===== config.mk =====
export PLATFORM = sky130hd
export DESIGN_NAME = sum_uart_tx
export DESIGN_NICKNAME = d
export VERILOG_FILES = /design/src/rtl/sum_uart_tx.sv
export SDC_FILE = /design/constraint.sdc
export NUM_CORES = 1
export LEC_CHECK = 0
export CAP_MARGIN = 5
export CORE_ASPECT_RATIO = 0.7
export CORE_MARGIN = 2
export CORE_UTILIZATION = 50
export DETAILED_ROUTE_END_ITERATION = 8
export PLACE_DENSITY = 0.7
export SYNTH_ARGS = -nofsm -noshare
export SYNTH_HDL_FRONTEND = slang
export SYNTH_SLANG_ARGS = --single-unit

===== constraint.sdc =====
create_clock -name clk -period 3.4 [get_ports clk]
set_clock_uncertainty 0.15 [all_clocks]
set_input_delay 0.68 -clock clk [delete_from_list [all_inputs] [get_ports clk]]
set_output_delay 0.68 -clock clk [all_outputs]
set_load 0.03 [all_outputs]

===== src/rtl/sum_uart_tx.sv =====
// 8N1 UART transmitter for adder results: valid/ready input, one-byte holding
// buffer so back-to-back bytes go out with no idle gap between frames.
module sum_uart_tx #(
    parameter int CLK_DIV = 16
) (
    input  logic       clk,
    input  logic       rst,
    input  logic [7:0] in_data,
    input  logic       in_valid,
    output logic       in_ready,
    output logic       tx,
    output logic       busy,
    output logic       frame_done,
    output logic [7:0] frame_count
);
    localparam int BW = (CLK_DIV > 1) ? $clog2(CLK_DIV) : 1;
    localparam logic [BW-1:0] BAUD_LAST = BW'(CLK_DIV - 1);

    typedef enum logic [1:0] {IDLE, START, DATA, STOP} state_t;

    state_t        state_q, state_d;
    logic [BW-1:0] baud_q, baud_d;
    logic [2:0]    bit_q, bit_d;
    logic [7:0]    shift_q, shift_d;
    logic [7:0]    buf_q, buf_d;
    logic          buf_full_q, buf_full_d;
    logic [7:0]    count_q, count_d;
    logic          xfer, baud_last, bit_end;

    assign in_ready    = !buf_full_q;
    assign xfer        = in_valid && !buf_full_q;
    assign baud_last   = (baud_q == BAUD_LAST);
    assign bit_end     = (state_q != IDLE) && baud_last;
    assign busy        = (state_q != IDLE);
    assign frame_done  = (state_q == STOP) && baud_last;
    assign frame_count = count_q;

    always_comb begin
        tx = 1'b1;
        case (state_q)
            START:   tx = 1'b0;
            DATA:    tx = shift_q[0];
            default: tx = 1'b1;
        endcase
    end

    always_comb begin
        state_d    = state_q;
        baud_d     = baud_q;
        bit_d      = bit_q;
        shift_d    = shift_q;
        buf_d      = buf_q;
        buf_full_d = buf_full_q;
        count_d    = count_q;

        if (state_q != IDLE)
            baud_d = baud_last ? '0 : baud_q + BW'(1);

        case (state_q)
            IDLE: begin
                if (xfer) begin
                    shift_d = in_data;
                    baud_d  = '0;
                    state_d = START;
                end
            end
            START: begin
                if (baud_last) begin
                    bit_d   = 3'd0;
                    state_d = DATA;
                end
            end
            DATA: begin
                if (baud_last) begin
                    shift_d = {1'b0, shift_q[7:1]};
                    bit_d   = bit_q + 3'd1;
                    if (bit_q == 3'd7)
                        state_d = STOP;
                end
            end
            STOP: begin
                if (baud_last) begin
                    count_d = count_q + 8'd1;
                    if (buf_full_q) begin
                        shift_d    = buf_q;
                        buf_full_d = 1'b0;
                        state_d    = START;
                    end else if (xfer) begin
                        shift_d = in_data;
                        state_d = START;
                    end else begin
                        state_d = IDLE;
                    end
                end
            end
            default: state_d = IDLE;
        endcase

        // A byte arriving mid-frame parks in the buffer, except at the very end
        // of a stop bit where it goes straight into the shifter instead.
        if (xfer && (state_q != IDLE) && !(state_q == STOP && bit_end)) begin
            buf_d      = in_data;
            buf_full_d = 1'b1;
        end
    end

    always_ff @(posedge clk) begin
        if (rst) begin
            state_q    <= IDLE;
            baud_q     <= '0;
            bit_q      <= 3'd0;
            shift_q    <= 8'd0;
            buf_q      <= 8'd0;
            buf_full_q <= 1'b0;
            count_q    <= 8'd0;
        end else begin
            state_q    <= state_d;
            baud_q     <= baud_d;
            bit_q      <= bit_d;
            shift_q    <= shift_d;
            buf_q      <= buf_d;
            buf_full_q <= buf_full_d;
            count_q    <= count_d;
        end
    end
endmodule


# Word-level counts from Yosys, hierarchy flattened
# Cells that the tools add are included.
[classes]
add_sub_neg = 3
n_eq_ne = 10
mux = 24
n_reduce_logical = 19
[ops]
columns = ["cell", "n"]
rows = [
  ["2-to-1 mux 8 bit", 4],
  ["one-hot mux 8 bit (3 select lines)", 1],
  ["2-to-1 mux 4 bit", 4],
  ["2-to-1 mux 2 bit", 5],
  ["inequality test 2 bit, second input constant", 5],
  ["adder 8 x 1 -> 8 bit, second input constant", 1],
  ["one-hot mux 2 bit (4 select lines)", 1],
  ["nonzero test 2 bit", 4],
  ["logical AND 1 bit", 6],
  ["2-to-1 mux 3 bit", 2],
  ["one-hot mux 3 bit (2 select lines)", 1],
  ["AND reduction 3 bit", 2],
  ["2-to-1 mux 1 bit", 5],
  ["AND reduction 5 bit", 1],
  ["adder 4 x 1 -> 4 bit, second input constant", 1],
  ["== test 2 bit, second input constant", 2],
  ["== test 4 bit, second input constant", 1],
  ["AND reduction 2 bit", 2],
  ["adder 3 x 1 -> 3 bit, second input constant", 1],
  ["== test 3 bit, second input constant", 1],
  ["nonzero test 3 bit", 1],
  ["== test 2 x 1 -> 1 bit, second input constant", 1],
  ["logical NOT 1 bit", 2],
  ["logical NOT 2 bit", 1],
  ["one-hot mux 1 bit (2 select lines)", 1],
]
[totals]
reg_bits = 34
in_bits = 11
out_inout_bits = 12
elab_cells = 63

# Logic depth before layout (Yosys ltp)
# Gate-level depths: netlist (run 1).
[logic_depth]
depth_word = 7
depth_mapped = 7
ltp_nobuf = 6

# Worst setup path after synthesis (run 1)
# Ideal clock, no wire load.
[synth_path]
path_type = "register to output"
start = "register state_q[0]"
end = "output tx"
arrival_ns = 1.442
t_required_ns = 2.570
path_slack_ns = 1.128
path_stages_with_launch = 5
n_path_buf = 1
path_cell_list = "dfxtp_1 > inv_1 > ha_1 > buf_2 > mux2i_1"
[synth_via]
elab_chain_cells = 2
elab_cells_between_ends = 3
classes_between = "2 x eq/ne; 1 x mux"
[synth_lines]
columns = ["element", "line", "source"]
rows = [
  ["start, declared", "21", "state_t state_q, state_d;"],
  ["start signal, assigned", "117", "state_q <= state_d;"],
  ["== test 2 bit or == test 2 x 1 -> 1 bit (tied branches)", "40", "case (state_q)"],
  ["one-hot mux 1 bit (2 select lines) (*)", "40", ""],
  ["end, declared", "11", "output logic tx,"],
]
# Every way passes the cells marked *; elsewhere a longest branch is shown, timed or not.

# Final worst setup path (run 1)
[layout_path]
start = "register state_q[0]"
end = "output busy"
[layout_via]
elab_chain_cells = 1
[layout_lines]
columns = ["element", "line", "source"]
rows = [
  ["nonzero test 2 bit", "34", "assign busy = (state_q != IDLE);"],
  ["end, declared", "12", "output logic busy,"],
]
# Every way passes these cells.

==> impl_metrics.yaml, run 1 <==
floorplanning:
  core_um2: 3148
  floorplan.rows: 17
  die_w_um: 72.80
  start_util_pct: 52.62
  io_pins: 23
  fp.dieArea_um2: 3797
  die_height_um: 52.16
cells_and_area:
  syn2layout_area_growth_pct: 20.85
  final_util_pct: 63.59
  seq_area_um2: 680.7
  multi_input_area_um2: 894.6
  layout_common_cells: "34 x dfxtp_1, 28 x nor2_1, 22 x clkdlybuf4s50_1"
  fillers: 275
  layout.nets: 228
  fin_area_um2: 2002
  n_antenna_cell: 0
  final_common_cell: "dfxtp_1"
  drive_gt1_share_pct: 7.143
setup_path:
  endpoint_kind: "output pin"
  critical_path.max_fanout: 9
  r2r_end: "state_q[0]"
  ff2ff_path_depth: 7
  worstPathRequired_ns: 2.57
  arrival_ns: 1.99
  r2r_slack_ns: 0.94
  crit_path_start_kind: "flop"
  worstReg2RegStart: "state_q[0]"
  critPathKind: "flop to output pin"
synthesis:
  synth-seq-cells: 34
  syn_nets: 207
  synth_area_um2: 1657
  synth_area_per_cell_um2: 8.812
  synth.yosys.seq_area_share_pct: 41.09
  synth_cell_types: 35
  yosysWarningCount: 0
  syn_inst: 188
global_routing:
  grt_pass1_wl_um: 5775
  grt_max_degree: 20
  antenna_found_initial: 0
  gr-total-overflow: 0
  grt_pass1_vias: 1164
  grt.total_usage_pct: 20.62
place:
  port_buffers: 22
  gp_congestion: 0.7807
  placed_cell_area_um2: 1911
  dpl.hpwl_um: 2557
timing:
  drv_slew: 0
  slew_headroom_pct: 45.25
  finalSetupViolations: 0
  finalCritPeriodShare_pct: 82.83
  max_clock_freq_mhz: 355.1
  finalSetupTns_ns: 0
  period_minus_slack_ns: 2.816
  final_hold_viol_count: 0
  rsz0062_at_grt: "no"
  holdWs_ns: 0.3353
  worst_slew_pin_slew_ns: 0.8054
drt:
  antenna_left: 0
  drc: 0
  drtPass1Iterations: 4
  wl_per_cell_um: 14.71
  first_iter_violations: 84
  vias_per_cell: 5.706
  vias: 1415
  postRouteWirelength_um: 3649
clock_network:
  cts_root_buf: "clkbuf_8"
  post-cts-setup-buffers: 0
  cts_tree: "done"
  clock_path_buffers: 2
  holdBufCountCts: 0
  post_cts_resized: 0
  htreeDepth: 2
  numCtsBuffers: 5
  cts.sinks: 34
  clkLatencyLatePin_ns: 0.29
  clk_pin_slew_ns: 0.07
worst_hold_path:
  hold_depth: 2
  hold_path_end: "bit_q[0]"
  worstHoldStart: "bit_q[0]"
  hold_class: "flop to flop"
pwr:
  p_per_area_nw_per_um2: 709.9
  power.leakage_nw: 0.8173
  irDropWorstVdd_mv: 0.4150
run_status:
  status: "completed"
job:
  drv_cap: 0
[final cells by class]
| cell class | count | share of cell area (%) |
|---|---|---|
| clock inverters | 1 | 0.2500 |
| inverters | 6 | 1.125 |
| flip-flops and latches | 34 | 34.00 |
| clock buffers | 7 | 4.313 |
| repair buffers | 28 | 13.25 |
| multi-input cells | 134 | 44.69 |
| well taps | 38 | 2.375 |
[flip-flops by register name, summed over array words and instances (netlist names)]
register / flops
shift_q: 8
bit_q: 3
frame_count: 8
buf_q: 8
state_q: 2
baud_q: 4
buf_full_q: 1
[where the power goes]
group / switching (mW) / total [mW] / internal (mW)
sequential: 0.0752 / 0.555 / 0.479
combinational: 0.324 / 0.559 / 0.235
clock: 0.145 / 0.308 / 0.163
[how the worst max path moves through the flow]
stage,endpoint,depth (start not counted),startpoint,slack (ns)
after floorplan,tx,4,state_q[0],1.13
after global placement,state_q[1],6,in_valid,0.95
after detailed placement,state_q[0],6,in_valid,0.82
after CTS,busy,4,state_q[0],0.56
after global routing,busy,4,state_q[0],0.48
final,busy,4,state_q[0],0.58
[per-layer routing]
layer	vias to the layer above	track usage, %	share of wire [%]
met4	0	7.407	1.2
met5	-	0	0
met3	6	7.558	5.2
met2	34	30.61	44
met1	651	27.45	50
li1	724	-	-
[Yosys cell counts]
master | number | share of area, %
xnor2_1 | 2 | 1.1
clkbuf_1 | 7 | 1.6
mux2i_1 | 11 | 6.6
nand3_1 | 6 | 1.8
or3_1 | 2 | 0.76
nand2b_1 | 1 | 0.38
and2_1 | 1 | 0.38
nor2_1 | 28 | 6.3
o21ai_1 | 7 | 2.1
buf_1 | 2 | 0.45
a211oi_1 | 1 | 0.45
a311oi_1 | 8 | 4.2
a222oi_1 | 1 | 0.60
nand3b_1 | 1 | 0.45
o221ai_1 | 1 | 0.53
ha_1 | 8 | 6.0
mux2i_2 | 1 | 0.83
a221o_1 | 1 | 0.60
nand2_1 | 10 | 2.3
and3_1 | 2 | 0.76
inv_1 | 4 | 0.91
buf_2 | 5 | 1.5
a31oi_1 | 2 | 0.76
a32oi_1 | 9 | 4.8
nor2b_1 | 3 | 1.1
nand4_1 | 3 | 1.1
inv_2 | 1 | 0.23
dfxtp_1 | 34 | 41
xor2_1 | 7 | 3.7
nor3_1 | 2 | 0.60
and4_1 | 2 | 1.1
clkinv_1 | 1 | 0.23
a21oi_1 | 12 | 3.6
o211ai_1 | 1 | 0.45
a2111oi_0 | 1 | 0.53
[logic make-up (layout without fill, tap and decap cells)]
family	after synthesis	after routing	synth area share (%)
and+or+nand+nor	61	61	17.07
adders and majority gates	8	8	6.043
xor gates and xnor gates	9	9	4.759
muxes	12	12	7.477
AOI/OAI and AO/OA	44	44	18.66
DFF	34	34	41.09
buffers and inverters	20	42	4.909
[critical path, cell delays in order (launching register included)]
cell and delay, ns:
dfxtp_1 0.44, inv_1 0.12, ha_1 0.32, inv_2 0.14, clkdlybuf4s50_1 0.68
[through the flow]
stage | power, mW | std cells | setup slack [ns]
2_1_floorplan | 0.9725 | 188 | 1.128
3_3_place_gp | 1.097 | 240 | 0.9502
3_5_place_dp | 1.118 | 240 | 0.8237
4_1_cts | 1.426 | 248 | 0.5633
5_1_grt | 1.505 | 248 | 0.4810
6_report | 1.421 | 248 | 0.5837
No activity file was read; power rests on OpenSTA's default activity.
==> inputs of run 2 (changes only) <==
- CORE_UTILIZATION: 50 -> 48
- clock period: 3.4 -> 2.59 ns (I/O delays scaled with it)
==> impl_metrics.yaml, run 2 (synthesis gave the netlist of run 1 again) <==
clock_network:
  post-cts-setup-buffers: 0
  holdBufCountCts: 0
  clock_path_buffers: 2
  htreeDepth: 2
  clkLatencyLatePin_ns: 0.28
  post_cts_resized: 2
  cts.sinks: 34
  cts_root_buf: "clkbuf_8"
  cts_tree: "done"
  numCtsBuffers: 5
  clk_pin_slew_ns: 0.07
setup_path:
  critPathKind: "flop to output pin"
  endpoint_kind: "output pin"
  crit_path_start_kind: "flop"
  worstPathRequired_ns: 1.92
  max_stage_delay_ns: 0.44
  arrival_ns: 1.73
  critical_path.max_fanout: 9
  path_cells: "inv_1 -> ha_1 -> inv_2 -> dlygate4sd2_1"
  slowest_stage: "dfxtp_1"
timing:
  rsz0062_at_grt: "no"
  max_clock_freq_mhz: 417.6
  period_minus_slack_ns: 2.395
  drv_slew: 0
  finalCritPeriodShare_pct: 92.46
  final_hold_viol_count: 0
  fin_ws_ns: 0.1953
  worst_slew_pin_slew_ns: 0.5293
  slew_headroom_pct: 64.72
  finalSetupTns_ns: 0
  finalSetupViolations: 0
cells_and_area:
  layout.nets: 230
  final_common_cell: "dfxtp_1"
  multi_input_area_um2: 894.6
  fin_area_um2: 2023
  seq_area_um2: 680.7
  drive_gt1_share_pct: 8.491
  n_antenna_cell: 0
  syn2layout_area_growth_pct: 22.13
  layout_common_cells: "34 x dfxtp_1, 28 x nor2_1, 19 x clkdlybuf4s50_1"
  fillers: 287
global_routing:
  grt_pass1_wl_um: 6085
  gr-total-overflow: 0
  grt_pass1_vias: 1337
  grt_use_met2_pct: 31.10
  gr-usage-met1_pct: 28.67
  grt_max_degree: 35
  use_met3_pct: 5.143
  grt_most_used_layer: "met2"
  grt.total_usage_pct: 20.70
  antenna_found_initial: 0
floorplanning:
  start_util_pct: 51.58
  core_um2: 3212
  io_pins: 23
  die_w_um: 74.22
  die_height_um: 53.15
  fp.dieArea_um2: 3945
  floorplan.rows: 17
drt:
  postRouteWirelength_um: 3645
  first_iter_violations: 92
  drc: 0
  vias: 1450
  vias_per_cell: 5.598
  antenna_left: 0
  drtPass1Iterations: 4
  wl_per_cell_um: 14.07
worst_hold_path:
  hold_class: "flop to flop"
pwr:
  p_per_area_nw_per_um2: 928.1
  irDropWorstVdd_mv: 0.6119
  power.leakage_nw: 0.8316
place:
  placed_cell_area_um2: 1934
  port_buffers: 22
  dpl.hpwl_um: 2484
  gp_congestion: 0.8081
  dp_slack_ns: 0.2565
run_status:
  status: "completed"
job:
  drv_cap: 0
[run 2: stage by stage]
stage	hold WS [ns]	total power, mW	util, %	cells
after floorplan	0.2940	1.277	-	188
after global placement	0.3076	1.476	60.23	251
after detailed placement	0.3268	1.500	60.23	251
after CTS	0.3378	1.890	62.99	259
after global routing	0.3642	2.004	62.99	259
final	0.3331	1.878	62.99	259
[run 2: layout make-up]
class                      count  area share [%]
inverter                       6           1.113
clock buffer                   7           4.267
sequential                    34           33.64
clock inverter                 1          0.2474
tap                           47           2.907
timing repair buffer          30           13.61
multi-input combinational    134           44.22
[run 2: critical path, delay by kind of cell, from the launching register on]
family                     cells  cell delay (ns)
buffers and inverters          3             0.68
DFF                            1             0.44
adders and majority gates      1             0.33
[run 2: power breakdown]
group / leakage, nW / switching [mW] / internal [mW] / total (mW)
combinational: 0.506 / 0.452 / 0.312 / 0.764
clock: 0.0482 / 0.182 / 0.214 / 0.396
sequential: 0.277 / 0.0884 / 0.629 / 0.718
[run 2: metal layers]
| metal | vias to the layer above | share of wire, % |
|---|---|---|
| met1 | 670 | 49 |
| met5 | - | 0 |
| met2 | 50 | 43 |
| li1 | 726 | - |
| met4 | 0 | 1.2 |
| met3 | 4 | 6.7 |
[run 2: worst paths after layout]
kind	from	end	slack (ns)	cells past startpoint
hold / removal	bit_q[0]	bit_q[0]	0.33	2
hold reg to reg	bit_q[0]	bit_q[0]	0.33	2
setup / recovery	state_q[0]	busy	0.20	4
setup reg to reg	state_q[0]	state_q[0]	0.32	6
==> inputs of run 3 (changes only) <==
- SKIP_LAST_GASP: not set -> 1
==> results of run 3 <==
Same layout as run 2: the final DEF is identical, and so are final timing and power.
